===== src/rtl/pc_seq_pkg.sv =====
// Shared types and default constants for the program-counter sequencer.
package pc_seq_pkg;

   // Fetch-side control state: RUN fetches, HALT is terminal until reset.
   typedef enum logic {
      PC_RUN  = 1'b0,
      PC_HALT = 1'b1
   } pc_state_t;

   // CPU-wide defaults for the PC datapath.
   localparam int PC_WIDTH_DEF  = 16;
   localparam int INC_DEF       = 2;
   localparam int RESET_VEC_DEF = 0;

endpackage : pc_seq_pkg


===== src/rtl/pc_seq_if.sv =====
// Fetch-stage control/status bundle between the PC sequencer and its users.
interface pc_seq_if #(
   parameter int PC_WIDTH = pc_seq_pkg::PC_WIDTH_DEF
);
   logic                freeze_n;
   logic                redirect_valid;
   logic [PC_WIDTH-1:0] redirect_target;
   logic                halt_req;
   logic [PC_WIDTH-1:0] pc_out;
   logic [PC_WIDTH-1:0] pc_plus_out;
   logic                fetch_valid;
   logic                halted;
   logic                redirect_pending;

   // Pipeline side: drives stall/redirect/halt, observes the PC.
   modport master (
      output freeze_n, redirect_valid, redirect_target, halt_req,
      input  pc_out, pc_plus_out, fetch_valid, halted, redirect_pending
   );

   // Sequencer side.
   modport slave (
      input  freeze_n, redirect_valid, redirect_target, halt_req,
      output pc_out, pc_plus_out, fetch_valid, halted, redirect_pending
   );
endinterface : pc_seq_if


===== src/rtl/pc_seq_dff_reg_n.sv =====
// N-bit register with write enable and asynchronous active-high reset to RST_VAL.
module pc_seq_dff_reg_n #(
   parameter int           N       = 16,
   parameter logic [N-1:0] RST_VAL = '0
) (
   input  logic         clk,
   input  logic         rst,
   input  logic         wen,
   input  logic [N-1:0] d,
   output logic [N-1:0] q
);

   // Load d when enabled; reset is immediate, independent of the clock.
   always_ff @(posedge clk or posedge rst) begin
      if (rst) begin
         q <= RST_VAL;
      end else if (wen) begin
         q <= d;
      end
   end

endmodule : pc_seq_dff_reg_n


===== src/rtl/pc_seq.sv =====
// Program-counter sequencer: next-PC priority mux, one-entry redirect buffer
// for redirects that arrive during a freeze, and a RUN/HALT state flop.
module pc_seq
   import pc_seq_pkg::*;
#(
   parameter int                  PC_WIDTH  = PC_WIDTH_DEF,
   parameter int                  INC       = INC_DEF,
   parameter logic [PC_WIDTH-1:0] RESET_VEC = PC_WIDTH'(RESET_VEC_DEF)
) (
   input  logic     clk,
   input  logic     rst,
   pc_seq_if.slave  bus
);

   localparam logic [PC_WIDTH-1:0] INC_V = PC_WIDTH'(INC);

   pc_state_t           state_reg;
   logic                pending_reg;
   logic                halted_reg;
   logic [PC_WIDTH-1:0] pc_reg;
   logic [PC_WIDTH-1:0] pend_target_reg;
   logic [PC_WIDTH-1:0] pc_plus;
   logic [PC_WIDTH-1:0] pc_next;
   logic                pc_wen;
   logic                pend_wen;
   logic                run;

   assign run     = (state_reg == PC_RUN);
   // Truncating add: the top of the address space wraps to low addresses.
   assign pc_plus = pc_reg + INC_V;

   // Next-PC priority: live redirect, then buffered redirect, then increment.
   // A halt request with no redirect leaves the PC unwritten so it holds.
   always_comb begin
      pc_next = pc_plus;
      pc_wen  = 1'b0;
      if (run && bus.freeze_n) begin
         if (bus.redirect_valid) begin
            pc_next = bus.redirect_target;
            pc_wen  = 1'b1;
         end else if (pending_reg) begin
            pc_next = pend_target_reg;
            pc_wen  = 1'b1;
         end else if (!bus.halt_req) begin
            pc_next = pc_plus;
            pc_wen  = 1'b1;
         end
      end
   end

   // Redirects seen during a stall are buffered; the youngest one wins.
   assign pend_wen = run && !bus.freeze_n && bus.redirect_valid;

   pc_seq_dff_reg_n #(
      .N       (PC_WIDTH),
      .RST_VAL (RESET_VEC)
   ) u_pc_reg (
      .clk (clk),
      .rst (rst),
      .wen (pc_wen),
      .d   (pc_next),
      .q   (pc_reg)
   );

   pc_seq_dff_reg_n #(
      .N       (PC_WIDTH),
      .RST_VAL ('0)
   ) u_pend_reg (
      .clk (clk),
      .rst (rst),
      .wen (pend_wen),
      .d   (bus.redirect_target),
      .q   (pend_target_reg)
   );

   // RUN/HALT control with buffered-redirect flag; any redirect (live or
   // buffered) flushes a simultaneous halt request, and HALT only exits on rst.
   always_ff @(posedge clk or posedge rst) begin
      if (rst) begin
         state_reg   <= PC_RUN;
         pending_reg <= 1'b0;
         halted_reg  <= 1'b0;
      end else begin
         case (state_reg)
            PC_RUN: begin
               if (!bus.freeze_n) begin
                  if (bus.redirect_valid) begin
                     pending_reg <= 1'b1;
                  end
               end else if (bus.redirect_valid || pending_reg) begin
                  pending_reg <= 1'b0;
               end else if (bus.halt_req) begin
                  state_reg  <= PC_HALT;
                  halted_reg <= 1'b1;
               end
            end
            PC_HALT: begin
               state_reg  <= PC_HALT;
               halted_reg <= 1'b1;
            end
            default: begin
               state_reg <= PC_RUN;
            end
         endcase
      end
   end

   assign bus.pc_out           = pc_reg;
   assign bus.pc_plus_out      = pc_plus;
   assign bus.fetch_valid      = run && bus.freeze_n;
   assign bus.halted           = halted_reg;
   assign bus.redirect_pending = pending_reg;

endmodule : pc_seq


===== src/flat_wrapper.sv =====
// flat-port wrapper written by rule: the top's interface ports become plain ports
module pc_seq_flat import pc_seq_pkg::*;
#(
   parameter int                  PC_WIDTH  = PC_WIDTH_DEF,
   parameter int                  INC       = INC_DEF,
   parameter logic [PC_WIDTH-1:0] RESET_VEC = PC_WIDTH'(RESET_VEC_DEF)
)
  (clk, rst, bus_freeze_n, bus_redirect_valid, bus_redirect_target, bus_halt_req, bus_pc_out, bus_pc_plus_out, bus_fetch_valid, bus_halted, bus_redirect_pending);
  pc_seq_if #(.PC_WIDTH(PC_WIDTH)) bus_i ();
  input  logic clk;
  input  logic rst;
  input wire logic [$bits(bus_i.freeze_n)-1:0] bus_freeze_n;
  input wire logic [$bits(bus_i.redirect_valid)-1:0] bus_redirect_valid;
  input wire logic [$bits(bus_i.redirect_target)-1:0] bus_redirect_target;
  input wire logic [$bits(bus_i.halt_req)-1:0] bus_halt_req;
  output wire logic [$bits(bus_i.pc_out)-1:0] bus_pc_out;
  output wire logic [$bits(bus_i.pc_plus_out)-1:0] bus_pc_plus_out;
  output wire logic [$bits(bus_i.fetch_valid)-1:0] bus_fetch_valid;
  output wire logic [$bits(bus_i.halted)-1:0] bus_halted;
  output wire logic [$bits(bus_i.redirect_pending)-1:0] bus_redirect_pending;
  assign bus_i.freeze_n = bus_freeze_n;
  assign bus_i.redirect_valid = bus_redirect_valid;
  assign bus_i.redirect_target = bus_redirect_target;
  assign bus_i.halt_req = bus_halt_req;
  assign bus_pc_out = bus_i.pc_out;
  assign bus_pc_plus_out = bus_i.pc_plus_out;
  assign bus_fetch_valid = bus_i.fetch_valid;
  assign bus_halted = bus_i.halted;
  assign bus_redirect_pending = bus_i.redirect_pending;
  pc_seq #(.PC_WIDTH(PC_WIDTH), .INC(INC), .RESET_VEC(RESET_VEC)) u_core (.clk(clk), .rst(rst), .bus(bus_i));
endmodule

===== config.mk =====
export PLATFORM = sky130hd
export DESIGN_NAME = pc_seq_flat
export DESIGN_NICKNAME = d
export VERILOG_FILES = /design/src/rtl/pc_seq_pkg.sv /design/src/rtl/pc_seq_if.sv /design/src/rtl/pc_seq_dff_reg_n.sv /design/src/rtl/pc_seq.sv /design/src/flat_wrapper.sv
export SDC_FILE = /design/constraint.sdc
export NUM_CORES = 1
export LEC_CHECK = 0
export ABC_AREA = 1
export CAP_MARGIN = 20
export CORE_UTILIZATION = 35
export DETAILED_ROUTE_END_ITERATION = 10
export HOLD_SLACK_MARGIN = 0.1
export PLACE_DENSITY = 0.7
export SLEW_MARGIN = 20
export SYNTH_ARGS = -nofsm -noshare
export SYNTH_HDL_FRONTEND = slang
export SYNTH_SLANG_ARGS = --single-unit

===== constraint.sdc =====
create_clock -name clk -period 1.2 [get_ports clk]
set_input_delay 0.24 -clock clk [delete_from_list [all_inputs] [get_ports clk]]
set_output_delay 0.24 -clock clk [all_outputs]
set_load 0.01 [all_outputs]

==> metrics.csv <==
stage,metric,value,unit
status,status,finished with violations,
status,violations,setup timing,
worst_setup_path,required,0.96,ns
synth,syn_area_per_cell,7.69,sq um
route,drtIter0Drc,191,
worst_setup_path,rr_worst_depth,8,
global_route,grt_pass1_wl,11000,um
layout,utilization,66.0,%
timing,fmax,565,MHz
worst_setup_path,endpoint_kind,output port,
worst_setup_path,rrSetupSlack,-0.31,ns
global_route,grt_start_max_net_pins,36,
clocking,cts_tree,built,
clocking,numCtsBuffers,5,
clocking,cts_root_buf,clkbuf_8,
route,firstDrtPassIters,4,
synth,synth_area,2030,sq um
synth,synth_nets,286,
synth,syn_inst,264,
synth,ys_ff_latch,35,
synth,ys_warn_count,0,
job,maxCapViolCount,0,
floorplan,initial_core_util,36.7,%
worst_setup_path,path_class,flop to output port,
min_path,hp-class,primary input to async pin,
layout,final_area,3660,sq um
timing,fin_crit_sh,148,%
global_route,grt.total_usage,23.6,%
global_route,overflow,0,
synth,yosysUniqueCellTypes,29,
route,wirelength,7150,um
floorplan,io_pins,56,
timing,fin_crit,1.77,ns
global_route,antenna_found_initial,0,
floorplan,die_h,78.2,um
power_and_ir_drop,power.density,809,nW/um^2
clocking,cts_buffer_depth,2,
timing,finalWorstSetupSlack,-0.570,ns
global_route,grt_pass1_vias,2335,
route,vias_per_cell,5.04,
floorplan,dieWidth,78.2,um
timing,slew_viol_final,0,
timing,hold_viol,0,
layout,syn2layout_area_growth,80.0,%
clocking,hold_buffers,0,
layout,fin_nets,408,
worst_setup_path,start_kind,flop,
placement,postPlaceCellArea,3020,sq um
worst_setup_path,r2r_end,u_core.u_pc_reg.q[4],
floorplan,dieArea,6110,sq um
worst_setup_path,crit_fanout,4,
timing,slew_headroom,84.0,%
synth,yosysSeqAreaShare,43.1,%
worst_setup_path,arrival,1.53,ns
floorplan,rows,27,
layout,reg.largest.list,"u_core.u_pc_reg.q x16, u_core.u_pend_reg.q x16",
floorplan,core,5540,sq um
route,vias,2315,
worst_setup_path,reg2reg_from,u_core.u_pc_reg.q[2],
timing,setup_viol,41,
route,wl_per_cell,15.6,um
power_and_ir_drop,irDropWorstVdd,0.558,mV
layout,antenna_cells,0,
placement,dp_hpwl,4070,um
route,drc,0,
placement,place.gp.congestion,0.809,
layout,drive_gt1_share,48.8,%
clocking,cts_sinks,35,
timing,rsz0062_at_grt,true,
power_and_ir_drop,power.leakage,0.00174,uW
placement,port_buffers,55,
clocking,htreeDepth,2,
timing,fin_worst_skew,0.00562,ns
clocking,cts.clk_slew.worst_paths,0.07,ns
clocking,clkLatencyLatePin,0.29,ns
route,antenna_left,0,
timing,worstMarginPinSlew,0.238,ns
-- area by class of cell --
type	count	area, sq um
multi-input cells	189	1240
clock inverters	1	5.00
repair buffers	124	1230
clock buffers	7	76.3
well taps	72	90.1
flip-flops and latches	35	886
fillers	447	1880
inverters	30	124
repair inverters	1	7.51
-- cell usage in the layout, fill, tap and decap left out, types with 5 or more instances in the layout --
cell and instances:
a21oi_1 37, buf_2 5, buf_4 37, buf_6 54, clkbuf_8 5, clkdlybuf4s50_1 18
dfrtp_1 27, dfrtp_2 8, inv_1 26, nand2_1 39, nand2_2 22, nand3_2 8
nand4_1 5, nor2_1 20, nor2_2 7, nor2_4 6, o21ai_1 6
-- logic make-up (layout without fill, tap and decap cells) --
| family | after synthesis | in the layout | share of synthesized area (%) |
|---|---|---|---|
| and+or+nand+nor | 117 | 119 | 25.3 |
| AOI/OAI and AO/OA | 58 | 58 | 14.8 |
| buffers and inverters | 42 | 163 | 9.98 |
| DFF | 35 | 35 | 43.1 |
| xor gates and xnor gates | 6 | 6 | 3.33 |
| muxes | 5 | 5 | 2.77 |
| adders and majority gates | 1 | 1 | 0.616 |
-- critical path: stages, from the launching register on --
cell and delay (ns):
dfrtp_2 0.41, buf_6 0.11, nand3_4 0.09, nor2_4 0.16
buf_6 0.12, nand2_2 0.04, nand2_2 0.08, nand2_2 0.09
buf_6 0.13
-- what timing repair did --
item / 4_1_cts / 5_1_grt
pin swaps: 29 / 23
resized for setup: 212 / 61
buffers inserted: 23 / 17
gates cloned: 5 / 0
setup endpoints to repair: 67 / 60
-- cells in the mapped netlist --
cell	number	area share, %
dfrtp_1	35	43
nor2_2	2	0.62
buf_2	3	0.74
clkbuf_1	2	0.37
o22ai_1	1	0.31
ha_1	1	0.62
nand3_2	3	1.5
buf_8	1	0.74
nor3_1	1	0.25
or2_2	1	0.31
mux2_2	5	2.8
a31oi_1	1	0.31
nor2_1	28	5.2
nand4_1	5	1.5
o21bai_1	1	0.37
nand3_1	12	3.0
a21oi_1	40	9.9
nand2_2	2	0.62
nand2_1	61	11
o21ai_2	1	0.43
buf_6	2	1.1
inv_1	30	5.5
xnor2_2	1	0.80
o21ai_0	13	3.2
xor2_2	1	0.80
xor2_1	4	1.7
nor2_4	2	1.1
a22oi_1	1	0.37
buf_4	4	1.5
-- how the worst max path moves through the flow --
stage	startpoint	to	slack [ns]	depth (start not counted)
after floorplan	u_core.u_pc_reg.q[2]	u_core.u_pc_reg.q[9]	-0.18	9
after global routing	u_core.u_pc_reg.q[2]	bus_pc_plus_out[10]	-0.61	8
after detailed placement	u_core.u_pc_reg.q[2]	bus_pc_plus_out[15]	-0.65	6
final	u_core.u_pc_reg.q[2]	bus_pc_plus_out[10]	-0.57	8
after CTS	u_core.u_pc_reg.q[1]	bus_pc_plus_out[15]	-0.55	7
after global placement	u_core.u_pc_reg.q[2]	bus_pc_plus_out[15]	-0.63	6
-- per-layer routing --
layer	vias to the layer above	track usage, %	part of all wire (%)
met2	84	39.8	51
met4	0	11.7	3.0
li1	1100	-	-
met3	21	4.77	6.0
met5	-	0	0
met1	1110	28.5	40
-- where the power goes --
part / internal, uW / switching (uW) / leakage (uW)
logic: 452 / 384 / 0.00129
clock network: 408 / 439 / 0.0000422
registers: 1220 / 54.8 / 0.000405
total: 2080 / 878 / 0.00174
-- metrics by stage --
step	worst slack [ns]	std cells	setup TNS, ns	total power [uW]	hold WS, ns
after global routing	-0.607	459	-12.16	3080	0.343
after floorplan	-0.180	264	-2.11	1550	0.384
after detailed placement	-0.647	424	-20.91	1960	0.453
final	-0.570	459	-10.18	2960	0.292
after CTS	-0.549	454	-9.57	2880	0.304
after global placement	-0.633	424	-19.65	1950	0.460
No activity file was read; power rests on OpenSTA's default activity.
